### src/rtl/vga_timing_pkg.sv
// vga_timing_pkg
//   Shared definitions for the VGA raster timing generator:
//   - axis_timing_t / vga_mode_t describe one display mode as sync, back
//     porch, active and front porch lengths for each axis.
//   - MODE_* localparams hold the standard mode tables.
//   - addr_width() returns the bit width needed to hold the values 0..n-1.
//   - max_u() is an elaboration-time maximum used for width selection.
package vga_timing_pkg;

  typedef struct packed {
    int unsigned sync;
    int unsigned back;
    int unsigned active;
    int unsigned front;
  } axis_timing_t;

  typedef struct packed {
    axis_timing_t h;
    axis_timing_t v;
  } vga_mode_t;

  localparam vga_mode_t MODE_640X480_60 = '{
    h: '{sync: 96, back: 48, active: 640, front: 16},
    v: '{sync: 2, back: 33, active: 480, front: 10}
  };

  localparam vga_mode_t MODE_800X600_60 = '{
    h: '{sync: 128, back: 88, active: 800, front: 40},
    v: '{sync: 4, back: 23, active: 600, front: 1}
  };

  localparam vga_mode_t MODE_800X600_72 = '{
    h: '{sync: 120, back: 64, active: 800, front: 56},
    v: '{sync: 6, back: 23, active: 600, front: 37}
  };

  localparam vga_mode_t MODE_1024X768_60 = '{
    h: '{sync: 136, back: 160, active: 1024, front: 24},
    v: '{sync: 6, back: 29, active: 768, front: 3}
  };

  // Bits needed to represent every value 0..n-1 (at least one bit).
  function automatic int unsigned addr_width(input int unsigned n);
    return (n <= 2) ? 1 : $clog2(n);
  endfunction

  function automatic int unsigned max_u(input int unsigned a, input int unsigned b);
    return (a > b) ? a : b;
  endfunction

endpackage

### src/rtl/vga_axis_counter.sv
// vga_axis_counter
//   One raster axis (horizontal or vertical). Counts 0..len-1 while inc is
//   high and decodes the region the count currently sits in. Region order
//   is sync, back porch, active, front porch.
// Ports:
//   CLK       in   pixel clock
//   RSTn      in   asynchronous active-low reset (count -> 0)
//   inc       in   advance the count on this edge
//   len       in   wrap length (count runs 0..len-1)
//   count     out  current position on the axis
//   last      out  count is len-1 (next advance wraps to 0)
//   in_sync   out  count lies in the sync region
//   in_active out  count lies in the active region
module vga_axis_counter
  import vga_timing_pkg::*;
#(
  parameter int unsigned SYNC   = 1,
  parameter int unsigned BACK   = 1,
  parameter int unsigned ACTIVE = 1,
  parameter int unsigned FRONT  = 1,
  parameter int unsigned MIN_W  = 1,
  localparam int unsigned CNT_W = max_u(MIN_W, addr_width(SYNC + BACK + ACTIVE + FRONT))
) (
  input  logic             CLK,
  input  logic             RSTn,
  input  logic             inc,
  input  logic [CNT_W-1:0] len,
  output logic [CNT_W-1:0] count,
  output logic             last,
  output logic             in_sync,
  output logic             in_active
);

  localparam logic [CNT_W-1:0] SYNC_END  = CNT_W'(SYNC);
  localparam logic [CNT_W-1:0] ACT_START = CNT_W'(SYNC + BACK);
  localparam logic [CNT_W-1:0] ACT_END   = CNT_W'(SYNC + BACK + ACTIVE);

  assign last      = (count == len - CNT_W'(1));
  assign in_sync   = (count < SYNC_END);
  assign in_active = (count >= ACT_START) && (count < ACT_END);

  always_ff @(posedge CLK or negedge RSTn) begin
    if (!RSTn) begin
      count <= '0;
    end else if (inc) begin
      count <= last ? '0 : count + CNT_W'(1);
    end
  end

endmodule

### src/rtl/vga_timing_gen.sv
// vga_timing_gen
//   Parametrised VGA raster timing generator. Two axis counters track the
//   raster position; this level decodes syncs, the active window, a
//   lookahead request window with pixel addresses, and line/frame strobes.
//   Every output is registered from the counter state ahead of the same
//   clock edge, so pins lag the counters by one enabled cycle.
// Ports:
//   CLK              in   pixel clock
//   RSTn             in   asynchronous active-low reset
//   En               in   pixel-clock enable; low freezes the raster
//   HSYNC_Sig        out  horizontal sync (asserted level H_POL)
//   VSYNC_Sig        out  vertical sync (asserted level V_POL)
//   Ready_Sig        out  current pixel is visible
//   Req_Sig          out  addresses valid, LEAD cycles ahead of Ready_Sig
//   Column_Addr_Sig  out  column of requested pixel, 0 when Req_Sig=0
//   Row_Addr_Sig     out  row of requested pixel, 0 when Req_Sig=0
//   Line_Sig         out  one-cycle pulse on the last pixel of each line
//   Frame_Sig        out  one-cycle pulse on the last pixel of each frame
module vga_timing_gen
  import vga_timing_pkg::*;
#(
  parameter int unsigned H_SYNC   = MODE_800X600_72.h.sync,
  parameter int unsigned H_BACK   = MODE_800X600_72.h.back,
  parameter int unsigned H_ACTIVE = MODE_800X600_72.h.active,
  parameter int unsigned H_FRONT  = MODE_800X600_72.h.front,
  parameter int unsigned V_SYNC   = MODE_800X600_72.v.sync,
  parameter int unsigned V_BACK   = MODE_800X600_72.v.back,
  parameter int unsigned V_ACTIVE = MODE_800X600_72.v.active,
  parameter int unsigned V_FRONT  = MODE_800X600_72.v.front,
  parameter bit          H_POL    = 1'b1,
  parameter bit          V_POL    = 1'b1,
  parameter int unsigned LEAD     = 1,
  parameter int unsigned ADDR_W   = 11
) (
  input  logic              CLK,
  input  logic              RSTn,
  input  logic              En,
  output logic              HSYNC_Sig,
  output logic              VSYNC_Sig,
  output logic              Ready_Sig,
  output logic              Req_Sig,
  output logic [ADDR_W-1:0] Column_Addr_Sig,
  output logic [ADDR_W-1:0] Row_Addr_Sig,
  output logic              Line_Sig,
  output logic              Frame_Sig
);

  localparam int unsigned H_TOTAL = H_SYNC + H_BACK + H_ACTIVE + H_FRONT;
  localparam int unsigned V_TOTAL = V_SYNC + V_BACK + V_ACTIVE + V_FRONT;

  // Wide enough for h+LEAD without overflow, and never narrower than ADDR_W+1
  // so the address subtraction always has a spare top bit.
  localparam int unsigned AXIS_W =
    max_u(ADDR_W + 1, max_u(addr_width(H_TOTAL + LEAD), addr_width(V_TOTAL)));

  localparam logic [AXIS_W-1:0] H_LEN     = AXIS_W'(H_TOTAL);
  localparam logic [AXIS_W-1:0] V_LEN     = AXIS_W'(V_TOTAL);
  localparam logic [AXIS_W-1:0] H_START_C = AXIS_W'(H_SYNC + H_BACK);
  localparam logic [AXIS_W-1:0] H_END_C   = AXIS_W'(H_SYNC + H_BACK + H_ACTIVE);
  localparam logic [AXIS_W-1:0] V_START_C = AXIS_W'(V_SYNC + V_BACK);
  localparam logic [AXIS_W-1:0] LEAD_C    = AXIS_W'(LEAD);

  logic [AXIS_W-1:0] h;
  logic [AXIS_W-1:0] v;
  logic              h_last;
  logic              v_last;
  logic              h_sync;
  logic              v_sync;
  logic              h_act;
  logic              v_act;

  vga_axis_counter #(
    .SYNC  (H_SYNC),
    .BACK  (H_BACK),
    .ACTIVE(H_ACTIVE),
    .FRONT (H_FRONT),
    .MIN_W (AXIS_W)
  ) u_h_axis (
    .CLK      (CLK),
    .RSTn     (RSTn),
    .inc      (En),
    .len      (H_LEN),
    .count    (h),
    .last     (h_last),
    .in_sync  (h_sync),
    .in_active(h_act)
  );

  // The vertical axis steps once per line, on the horizontal wrap.
  vga_axis_counter #(
    .SYNC  (V_SYNC),
    .BACK  (V_BACK),
    .ACTIVE(V_ACTIVE),
    .FRONT (V_FRONT),
    .MIN_W (AXIS_W)
  ) u_v_axis (
    .CLK      (CLK),
    .RSTn     (RSTn),
    .inc      (En & h_last),
    .len      (V_LEN),
    .count    (v),
    .last     (v_last),
    .in_sync  (v_sync),
    .in_active(v_act)
  );

  // Lookahead decode: the request window is the active window evaluated at
  // h+LEAD. LEAD never exceeds the back porch, so it stays on the same line.
  logic [AXIS_W-1:0] hl;
  logic [AXIS_W-1:0] col_full;
  logic [AXIS_W-1:0] row_full;
  logic              req_next;

  always_comb begin
    hl       = h + LEAD_C;
    req_next = (hl >= H_START_C) && (hl < H_END_C) && v_act;
    col_full = '0;
    row_full = '0;
    if (req_next) begin
      col_full = hl - H_START_C;
      row_full = v - V_START_C;
    end
  end

  // Addresses fit in ADDR_W bits whenever the request is valid; the spare
  // top bits of the wide arithmetic are always zero.
  logic unused_addr_msbs;
  assign unused_addr_msbs = &{1'b0, col_full[AXIS_W-1:ADDR_W], row_full[AXIS_W-1:ADDR_W]};

  // Output register stage. Strobes are cleared on disabled edges so each
  // line/frame event appears for exactly one clock.
  always_ff @(posedge CLK or negedge RSTn) begin
    if (!RSTn) begin
      HSYNC_Sig       <= ~H_POL;
      VSYNC_Sig       <= ~V_POL;
      Ready_Sig       <= 1'b0;
      Req_Sig         <= 1'b0;
      Column_Addr_Sig <= '0;
      Row_Addr_Sig    <= '0;
      Line_Sig        <= 1'b0;
      Frame_Sig       <= 1'b0;
    end else if (En) begin
      HSYNC_Sig       <= h_sync ? H_POL : ~H_POL;
      VSYNC_Sig       <= v_sync ? V_POL : ~V_POL;
      Ready_Sig       <= h_act & v_act;
      Req_Sig         <= req_next;
      Column_Addr_Sig <= col_full[ADDR_W-1:0];
      Row_Addr_Sig    <= row_full[ADDR_W-1:0];
      Line_Sig        <= h_last;
      Frame_Sig       <= h_last & v_last;
    end else begin
      Line_Sig        <= 1'b0;
      Frame_Sig       <= 1'b0;
    end
  end

endmodule
### config.mk
export PLATFORM = sky130hd
export DESIGN_NAME = vga_timing_gen
export DESIGN_NICKNAME = d
export VERILOG_FILES = /design/src/rtl/vga_timing_pkg.sv /design/src/rtl/vga_axis_counter.sv /design/src/rtl/vga_timing_gen.sv
export SDC_FILE = /design/constraint.sdc
export NUM_CORES = 1
export LEC_CHECK = 0
export BUFFER_PORTS_ARGS = -buffer_cell sky130_fd_sc_hd__buf_2
export CAP_MARGIN = 20
export CELL_PAD_IN_SITES_DETAIL_PLACEMENT = 1
export CELL_PAD_IN_SITES_GLOBAL_PLACEMENT = 2
export CORE_MARGIN = 5
export CORE_UTILIZATION = 42
export DETAILED_ROUTE_END_ITERATION = 12
export PLACE_DENSITY_LB_ADDON = 0.1
export SYNTH_ARGS = -nofsm -noshare
export SYNTH_HDL_FRONTEND = slang
export SYNTH_HIERARCHICAL = 1
export SYNTH_SLANG_ARGS = --single-unit
### constraint.sdc
create_clock -name CLK -period 6.75 [get_ports CLK]
set_input_delay 1.0125 -clock CLK [delete_from_list [all_inputs] [get_ports CLK]]
set_output_delay 1.0125 -clock CLK [all_outputs]
set_load 0.005 [all_outputs]
==> metrics.md, run 1 <==
| Metric | Value |
|---|---|
| Ant diodes | `0` |
| Setup Crit Path Kind | `reg2reg` |
| Routed len/inst | `15.51 um` |
| Cell area after synthesis | `approximately 0.0043 sq mm` |
| P per Cell Area | `180.5 mW/mm^2` |
| Post-CTS Setup Inserts | `0` |
| Worst-Margin Slew | `about 0.7 ns` |
| First-pass DRT Iterations | `4` |
| Maxcap violations | `0` |
| Layout Nets | `574` |
| Yosys reg bits | `52` |
| R2R Setup Slk | `3.73 ns` |
| DRC violation count after routing | `0` |
| RSZ-0062 raised after global routing | `false` |
| CP delay by family, top | `simple AND/OR/NAND/NOR gates` |
| Crit-path max FO | `17` |
| Row cnt | `36` |
| Fin crit share | `between 40% and 50%` |
| # resized after CTS | `0` |
| Drt first-iter violations | `~200` |
| Register area | `between 0.001 and 0.0015 sq mm` |
| Root Driver | `clkbuf_8` |
| CTS tree | `done` |
| Synth unique cells | `75` |
| Hold crit path type | `reg2reg` |
| Initial antenna violation count | `0` |
| Critical path arrival | `3.27 ns` |
| Slowest stage cell on the critical path | `dfrtp_1` |
| Max incr delay on CP | `approximately 0.76 ns` |
| Fill cell count | `roughly 1200` |
| Critical path required time | `approximately 7.0 ns` |
| Final hold slack | `just under 0.5 ns` |
| Gr usage total | `roughly 18%` |
| Worst vdd ir | `around 0.095 mV` |
| Crit path time final | `slightly above 3 ns` |
| Fmax | `about 330 MHz` |
| Reg clk slew, reported paths | `around 0.10 ns` |
| Startpoint Class | `flop` |
| Area of the multi-input gates | `between 0.002 and 0.003 sq mm` |
| Syn Area/Cell | `a little over 9 sq um` |
| Outcome | `complete, no violations` |
| CP Capture Type | `flop` |
| Sink Count | `between 50 and 60` |
| Synth area leader | `dfrtp_1` |
| Buf/Inv on CP | `0` |
| Overflow after GRT | `0` |
| Count leader, synth | `dfrtp_1` |
| Share of cells above drive strength 1 | `15.28%` |
| Syn-to-layout area delta | `13.44%` |
| Post-synthesis sequential area ratio | `30.59%` |
| Die area | `approximately 0.012 sq mm` |
| IO buf count | `30` |
| Crit path cell chain | `xor2_1 -> xnor2_1 -> nand4b_1 -> a21oi_1 -> and4_1 -> and2_1 -> nand3_1 -> nor2_1 -> nand3_1 -> xor2_1 -> nor2_1` |
| Commonest cells post-synth | `dfrtp_1, nor2_1, xnor2_1` |
| Final HPWL DP | `8.074 mm` |
| Core ar. | `approximately 0.0098 sq mm` |
| Die W | `about 110 um` |
| Number of max-slew violations in the final report | `0` |
| Post-route setup TNS | `0 ns` |
| YS warnings | `6` |
| Largest cells by area after synthesis | `dfrtp_1, o2bb2ai_2, xnor2_1` |
| Pleak | `~2.2 nW` |
| Pre-CTS setup slack | `between 3 and 4 ns` |
| Number of synthesized flops with an enable pin | `0` |
| Layout Utilization | `between 40% and 50%` |
| Post-synthesis cell count | `463` |
| Clock Skew | `between 0.01 and 0.015 ns` |
| Routability congestion estimate | `slightly above 0.8` |
| Vias | `3660` |
| Clock buffer depth | `2` |
| DR vias/cell | `around 5.3` |
| Async set or reset register ratio after synthesis | `100.0%` |
| Num ports | `31` |
| Max-Slew Margin vs Limit | `a little over half` |
| Vias in the first global route | `3685` |
| Die Ht | `between 100 and 150 um` |
| Final worst-path setup slack | `about 3.7 ns` |
| Fin. Hold Viols | `0` |
| # setup viols final | `0` |
| Synth top area share | `30.59%` |
| First-pass GRT wire length | `approximately 19 mm` |
| Max H-tree Level | `2` |
| Total wire length | `10.80 mm` |
| Antenna Nets Post-Route | `0` |
| Initial Utilization | `between 40% and 50%` |
| Largest net degree at the start of global routing | `35` |
| Most common flop cell mapped by yosys | `dfrtp_1` |
| # hold bufs at CTS | `0` |
| Worst-Skew Late Latency | `between 0.3 and 0.4 ns` |
| TritonCTS Buffers | `5` |
[worst reg2reg max path, cell delays in order, from the launching register on]
cell      delay [ns]
dfrtp_1         0.76
xor2_1          0.25
xnor2_1         0.14
nand4b_1        0.16
a21oi_1         0.21
and4_1          0.29
and2_1          0.42
nand3_1         0.13
nor2_1          0.21
nand3_1         0.12
xor2_1          0.16
nor2_1          0.12
[per-stage QoR]
stage	instance area (sq um)	power, W	cells
2_1_floorplan	4581	0.0006127	550
3_3_place_gp	4696	0.0006404	687
3_5_place_dp	4696	0.0006441	687
4_1_cts	4811	0.0008706	695
5_1_grt	4826	0.0009290	696
6_report	4826	0.0008711	696
[layout make-up]
class,instances,area share (%)
multi-input combinational,447,61.68
timing repair buffer,33,3.733
inverter,23,1.789
sequential,52,26.96
clock inverter,3,0.9593
clock buffer,5,1.426
tap,133,3.448
[worst paths after layout]
kind / startpoint / endpoint / depth (start not counted)
setup / recovery: u_h_axis/count[3] / u_v_axis/count[10] / 11
hold / removal: Row_Addr_Sig[4] / Row_Addr_Sig[4] / 1
setup reg to reg: u_h_axis/count[3] / u_v_axis/count[10] / 11
hold reg to reg: Row_Addr_Sig[4] / Row_Addr_Sig[4] / 1
max in group asynchronous: RSTn / VSYNC_Sig / 2
min in group asynchronous: RSTn / Column_Addr_Sig[3] / 1
[power breakdown]
group / internal (W) / leakage (nW) / switching, W
Sequential: 0.000327 / 0.676 / 0.0000849
Combinational: 0.0000995 / 1.43 / 0.000137
Clock: 0.000112 / 0.0548 / 0.000111
Total: 0.000538 / 2.16 / 0.000333
[per-layer routing]
| layer | track usage, % | up-vias | share of wire (%) |
|---|---|---|---|
| li1 | - | 1806 | - |
| met4 | 3.448 | 0 | 0.85 |
| met1 | 24.92 | 1811 | 49 |
| met5 | 0 | - | 0 |
| met2 | 30.30 | 38 | 48 |
| met3 | 2.243 | 5 | 2.3 |
[flip-flops by register name, indices dropped and copies added, names as in the netlist]
register	flops
Column_Addr_Sig	11
u_h_axis/count	12
Line_Sig	1
u_v_axis/count	12
HSYNC_Sig	1
Ready_Sig	1
Req_Sig	1
Frame_Sig	1
VSYNC_Sig	1
Row_Addr_Sig	11
[cells in the final DEF (no fill, tap or decap), types with 18 or more instances in the layout]
cell type and count:
nor2_1 41, conb_1 89, nand3_1 19, nand2_1 18, xnor2_1 30, inv_1 23
dfrtp_1 52, o2bb2ai_2 18, xor2_1 23, buf_2 30
[cell families (layout without fill, tap and decap cells)]
kind of cell | after synthesis | count (layout) | synth area share (%)
AND/OR/NAND/NOR | 181 | 181 | 24.82
adder cells (fa/ha/maj) | 9 | 9 | 2.647
XOR/XNOR | 53 | 53 | 10.91
other | 2 | 89 | 0.1765
flip-flops | 52 | 52 | 30.59
buffers and inverters | 51 | 64 | 7.118
multiplexers | 4 | 4 | 1.000
AO/OA/AOI/OAI | 111 | 111 | 22.74
No activity file was read; power rests on OpenSTA's default activity.
==> inputs of run 2 (changes only) <==
--- a/config.mk
+++ b/config.mk
@@ -10,7 +10,7 @@
 export CELL_PAD_IN_SITES_DETAIL_PLACEMENT = 1
 export CELL_PAD_IN_SITES_GLOBAL_PLACEMENT = 2
 export CORE_MARGIN = 5
-export CORE_UTILIZATION = 42
+export CORE_UTILIZATION = 35
 export DETAILED_ROUTE_END_ITERATION = 12
 export PLACE_DENSITY_LB_ADDON = 0.1
 export SYNTH_ARGS = -nofsm -noshare
==> constraint.sdc (replaced) <==
create_clock -name CLK -period 2.6 [get_ports CLK]
set_input_delay 0.39 -clock CLK [delete_from_list [all_inputs] [get_ports CLK]]
set_output_delay 0.39 -clock CLK [all_outputs]
set_load 0.005 [all_outputs]
==> metrics.md, run 2 (synthesis results as in run 1) <==
| Metric | Value |
|---|---|
| Largest net degree at the start of global routing | `22 (-37%)` |
| Crit-path max FO | `6 (-11)` |
| Die area | `0.01446 sq mm (+18%)` |
| Reg clk slew, reported paths | `0.07 ns (-0.03 ns)` |
| Pleak | `2.280 nW (+5.7%)` |
| Core ar. | `0.01196 sq mm (+22%)` |
| Setup Crit Path Kind | `reg2reg` |
| TritonCTS Buffers | `5 (unchanged)` |
| # setup viols final | `0 (unchanged)` |
| Hold crit path type | `in2async` |
| IO buf count | `30 (unchanged)` |
| Routability congestion estimate | `0.7835 (-3.1%)` |
| Most common cell after layout, fill and taps aside | `conb_1` |
| Max-Slew Margin vs Limit | `54.30% (+0.87 points)` |
| RSZ-0062 raised after global routing | `false` |
| Overflow after GRT | `0 (unchanged)` |
| Share of cells above drive strength 1 | `18.77% (+3.5 points)` |
| First-pass DRT Iterations | `4 (unchanged)` |
| Initial Utilization | `35.56% (-7.8 points)` |
| Critical path required time | `2.79 ns (-4.21 ns)` |
| Biggest regs | `u_h_axis/count x12, u_v_axis/count x12` |
| Fmax | `417.8 MHz (+26%)` |
| Total wire length | `11.32 mm (+4.8%)` |
| DRC violation count after routing | `0 (unchanged)` |
| Vias in the first global route | `3792 (+2.9%)` |
| Gr usage total | `16.43% (-1.6 points)` |
| Pre-CTS setup slack | `0.09953 ns (-3.674 ns)` |
| Final Power | `0.002431 W (+180%)` |
| Vias | `3738 (+2.1%)` |
| Die Ht | `120.2 um (+8.7%)` |
| P per Cell Area | `482.1 mW/mm^2 (+170%)` |
| Sink Count | `52 (unchanged)` |
| Fin crit share | `92.06% (+47 points)` |
| CP Capture Type | `flop` |
| Commonest cells after routing, fill and taps aside | `conb_1, dfrtp_1, nor2_1` |
| Worst vdd ir | `0.2788 mV (+190%)` |
| Antenna Nets Post-Route | `0 (unchanged)` |
| Final HPWL DP | `8.765 mm (+8.5%)` |
| Clock buffer depth | `2 (unchanged)` |
| Clock Skew | `0.01165 ns (+0.001506 ns)` |
| Final hold slack | `0.03597 ns (-0.4546 ns)` |
| Final worst-path setup slack | `0.2065 ns (-3.520 ns)` |
| Fin. Hold Viols | `0 (unchanged)` |
| Maxcap violations | `0 (unchanged)` |
| Routed len/inst | `15.44 um (-0.47%)` |
| Max H-tree Level | `2 (unchanged)` |
| Initial antenna violation count | `0 (unchanged)` |
| Critical path arrival | `2.59 ns (-0.68 ns)` |
| Max incr delay on CP | `0.47 ns (-0.29 ns)` |
| Worst-Skew Late Latency | `0.30 ns (about the same)` |
| Layout Nets | `597 (+4.0%)` |
| First-pass GRT wire length | `19.51 mm (+4.0%)` |
| Outcome | `complete, no violations` |
| Root Driver | `clkbuf_16` |
| Die W | `120.2 um (+8.7%)` |
| Row cnt | `40 (+11%)` |
| Drt first-iter violations | `153 (-25%)` |
| Num ports | `31 (unchanged)` |
| CTS tree | `done` |
| Post-route setup TNS | `0 ns (unchanged)` |
| Ant diodes | `0 (unchanged)` |
| Startpoint Class | `flop` |
| Crit path cell chain | `xor2_1 -> inv_1 -> o21ai_0 -> a32oi_1 -> and4_1 -> and2_1 -> nand3_1 -> nor2_1 -> nand3_1 -> xor2_1 -> nor2_1` |
| Crit path time final | `2.393 ns (-0.6299 ns)` |
| Slowest stage cell on the critical path | `dfrtp_1` |
| Fill cell count | `1463 (+18%)` |
| DR vias/cell | `5.100 (-3.0%)` |
| Worst-Margin Slew | `0.6848 ns (-0.01387 ns)` |
| Syn-to-layout area delta | `18.53%` |
| Number of max-slew violations in the final report | `0 (unchanged)` |
==> run 2: worst paths after layout <==
check                                   start            endpoint  slack (ns)  cells after the start
setup reg to reg           u_h_axis/count[11]   u_v_axis/count[8]        0.21                     11
hold reg to reg            Column_Addr_Sig[9]  Column_Addr_Sig[9]        0.49                      1
min in group CLK           Column_Addr_Sig[9]  Column_Addr_Sig[9]        0.49                      1
hold / removal                           RSTn  u_h_axis/count[11]        0.04                      1
setup / recovery           u_h_axis/count[11]   u_v_axis/count[8]        0.21                     11
max in group asynchronous                RSTn  Column_Addr_Sig[1]        1.91                      2
==> run 2: what timing repair did <==
item	CTS	global route
setup buffers	0	0
resized for setup	0	2
hold buffers	0	0
setup endpoints to repair	0	7
endpoints found under the hold margin	0	0
==> run 2: power breakdown <==
part	internal (W)	total (W)	switching (W)
clock network	0.000360	0.000670	0.000310
logic	0.000316	0.000817	0.000501
registers	0.000854	0.000944	0.0000904
==> run 2: worst max-delay path, delay by kind of cell (launching register included) <==
kind / cells / cell delay, ns
simple gates: 6 / 0.94
flops: 1 / 0.47
xor+xnor: 2 / 0.41
compound gates: 2 / 0.36
buf+inv: 1 / 0.10
==> run 2: area by class of cell <==
class,instances,area [sq um],share of cell area (%)
well taps,147,183.9,3.648
multi-input cells,447,2979,59.08
inverters,23,86.33,1.712
clock inverters,2,16.27,0.3226
clock buffers,6,128.9,2.556
repair buffers,56,345.3,6.849
flip-flops and latches,52,1303,25.83
==> run 2: through the flow <==
step / utilization (%) / std cells / area (sq um)
2_1_floorplan: - / 550 / 4581
5_1_grt: 42.15 / 733 / 5042
4_1_cts: 42.12 / 733 / 5039
3_3_place_gp: 40.91 / 725 / 4893
3_5_place_dp: 40.91 / 725 / 4893
6_report: 42.15 / 733 / 5042
==> run 2: layer usage <==
| layer | GRT usage [%] | routed length, um | vias up |
|---|---|---|---|
| met5 | 0 | 0 | - |
| li1 | - | - | 1853 |
| met4 | 3.966 | 122 | 0 |
| met2 | 26.03 | 5129 | 37 |
| met1 | 24.00 | 5765 | 1840 |
| met3 | 1.824 | 299 | 8 |
==> inputs of run 3 (changes only) <==
--- a/config.mk
+++ b/config.mk
@@ -12,6 +12,7 @@
 export CORE_MARGIN = 5
 export CORE_UTILIZATION = 35
 export DETAILED_ROUTE_END_ITERATION = 12
+export HOLD_SLACK_MARGIN = 0.06
 export PLACE_DENSITY_LB_ADDON = 0.1
 export SYNTH_ARGS = -nofsm -noshare
 export SYNTH_HDL_FRONTEND = slang
==> metrics.md, run 3 (synthesis results as in run 1) <==
| Metric | Value |
|---|---|
| Critical path arrival | `2.59 ns (about the same)` |
| CP Capture Type | `flop` |
| Syn-to-layout area delta | `18.76%` |
| Routed len/inst | `15.42 um (-0.11%)` |
| DRC violation count after routing | `0 (unchanged)` |
| Overflow after GRT | `0 (unchanged)` |
| Ant diodes | `0 (unchanged)` |
| Fin. Hold Viols | `0 (unchanged)` |
| Hold crit path type | `reg2reg` |
| Fill cell count | `1462 (-0.068%)` |
| Outcome | `complete, no violations` |
| Setup Crit Path Kind | `reg2reg` |
| Startpoint Class | `flop` |
| Core ar. | `0.01196 sq mm (unchanged)` |
| Most common cell after layout, fill and taps aside | `conb_1` |
| Drt first-iter violations | `163 (+6.5%)` |
| Reg clk slew, reported paths | `0.07 ns (about the same)` |
| Root Driver | `clkbuf_16` |
| Clock Skew | `0.01149 ns (-0.0001588 ns)` |
| Share of cells above drive strength 1 | `18.74% (-0.032 points)` |
| Slowest stage cell on the critical path | `dfrtp_1` |
| Die W | `120.2 um (unchanged)` |
| Initial Utilization | `35.56% (unchanged)` |
| Total wire length | `11.32 mm (about the same)` |
| P per Cell Area | `481.1 mW/mm^2 (-0.21%)` |
| Num ports | `31 (unchanged)` |
| Commonest cells after routing, fill and taps aside | `conb_1, dfrtp_1, nor2_1` |
| R2R Setup Slk | `0.21 ns (about the same)` |
| Number of max-slew violations in the final report | `0 (unchanged)` |
| First-pass DRT Iterations | `4 (unchanged)` |
| Pleak | `2.284 nW (+0.18%)` |
| Worst-Margin Slew | `0.6847 ns (-0.0001167 ns)` |
| CTS tree | `done` |
| Layout Nets | `598 (+0.17%)` |
| RSZ-0062 raised after global routing | `false` |
| Die area | `0.01446 sq mm (unchanged)` |
| Worst vdd ir | `0.2771 mV (-0.61%)` |
| Biggest regs | `u_h_axis/count x12, u_v_axis/count x12` |
| Row cnt | `40 (unchanged)` |
| Die Ht | `120.2 um (unchanged)` |
| Crit path time final | `2.393 ns (-0.0001610 ns)` |
| Worst-Skew Late Latency | `0.30 ns (about the same)` |
| Max incr delay on CP | `0.47 ns (about the same)` |
| Critical path required time | `2.79 ns (about the same)` |
| Routability congestion estimate | `0.7835 (unchanged)` |
| Post-CTS Setup Inserts | `0 (unchanged)` |
| Post-route setup TNS | `0 ns (unchanged)` |
| Sink Count | `52 (unchanged)` |
| First-pass GRT wire length | `19.53 mm (+0.14%)` |
| Largest net degree at the start of global routing | `22 (unchanged)` |
| Antenna Nets Post-Route | `0 (unchanged)` |
| Final HPWL DP | `8.765 mm (unchanged)` |
| IO buf count | `30 (unchanged)` |
| TritonCTS Buffers | `5 (unchanged)` |
| Maxcap violations | `0 (unchanged)` |
| Initial antenna violation count | `0 (unchanged)` |
| Vias | `3744 (+0.16%)` |
| Vias in the first global route | `3804 (+0.32%)` |
| Fmax | `417.8 MHz (about the same)` |
| Gr usage total | `16.45% (+0.020 points)` |
| Max H-tree Level | `2 (unchanged)` |
| Max-Slew Margin vs Limit | `54.31% (about the same)` |
| DR vias/cell | `5.101 (about the same)` |
| # setup viols final | `0 (unchanged)` |
| Crit path cell chain | `xor2_1 -> inv_1 -> o21ai_0 -> a32oi_1 -> and4_1 -> and2_1 -> nand3_1 -> nor2_1 -> nand3_1 -> xor2_1 -> nor2_1` |
| Clock buffer depth | `2 (unchanged)` |
| Crit-path max FO | `6 (unchanged)` |
| Fin crit share | `92.05% (about the same)` |
| Layout Utilization | `42.24% (+0.084 points)` |
[run 3: cell types whose count changed in the layout (fill, tap and decap cells not counted), sizes merged]
cell,before,now
dlygate4sd3,0,1
[run 3: where the power goes]
group	switching (W)	internal, W	leakage (nW)
sequential	0.0000906	0.000854	0.675
combinational	0.000501	0.000317	1.54
clock	0.000309	0.000360	0.0671
[run 3: final timing paths]
| kind | to | startpoint | cells past startpoint |
|---|---|---|---|
| min | Column_Addr_Sig[9] | Column_Addr_Sig[9] | 1 |
| min reg2reg | Column_Addr_Sig[9] | Column_Addr_Sig[9] | 1 |
| max reg2reg | u_v_axis/count[8] | u_h_axis/count[11] | 11 |
| max | u_v_axis/count[8] | u_h_axis/count[11] | 11 |
| max in group asynchronous | Column_Addr_Sig[1] | RSTn | 3 |
| min in group asynchronous | u_h_axis/count[11] | RSTn | 2 |
[run 3: final cells by class]
type | instances | area, sq um | share of cell area (%)
clock buffer | 6 | 128.9 | 2.551
clock inverter | 2 | 16.27 | 0.3219
inverter | 23 | 86.33 | 1.709
multi-input combinational | 447 | 2979 | 58.96
sequential | 52 | 1303 | 25.78
tap | 147 | 183.9 | 3.640
timing repair buffer | 57 | 355.3 | 7.033
[run 3: stage by stage]
step	worst slack (ns)	area, sq um	cells	hold WS, ns	total power, W
2_1_floorplan	0.3424	4581	550	0.09441	0.001591
3_3_place_gp	0.2124	4893	725	0.3624	0.001754
3_5_place_dp	0.09953	4893	725	0.3647	0.001765
4_1_cts	0.1052	5049	734	0.4917	0.002454
5_1_grt	0.005193	5052	734	0.5106	0.002600
6_report	0.2067	5052	734	0.4864	0.002431
[run 3: timing repair]
item                                   in CTS  in global routing
hold buffers                                1                  0
endpoints found under the hold margin      17                  0
setup endpoints to repair                   0                  7
resized for setup                           0                  2
[run 3: metal layers]
layer,GRT usage [%],vias up,wire length [um]
met5,0,-,0
met4,3.966,0,122
met1,24.00,1845,5753
met3,1.824,8,299
met2,26.10,37,5143
li1,-,1854,-
[run 3: critical path, delay by kind of cell, from the launching register on]
family	cells	cell delay, ns
simple gates	6	0.94
flops	1	0.47
xor+xnor	2	0.41
compound gates	2	0.36
buf+inv	1	0.10
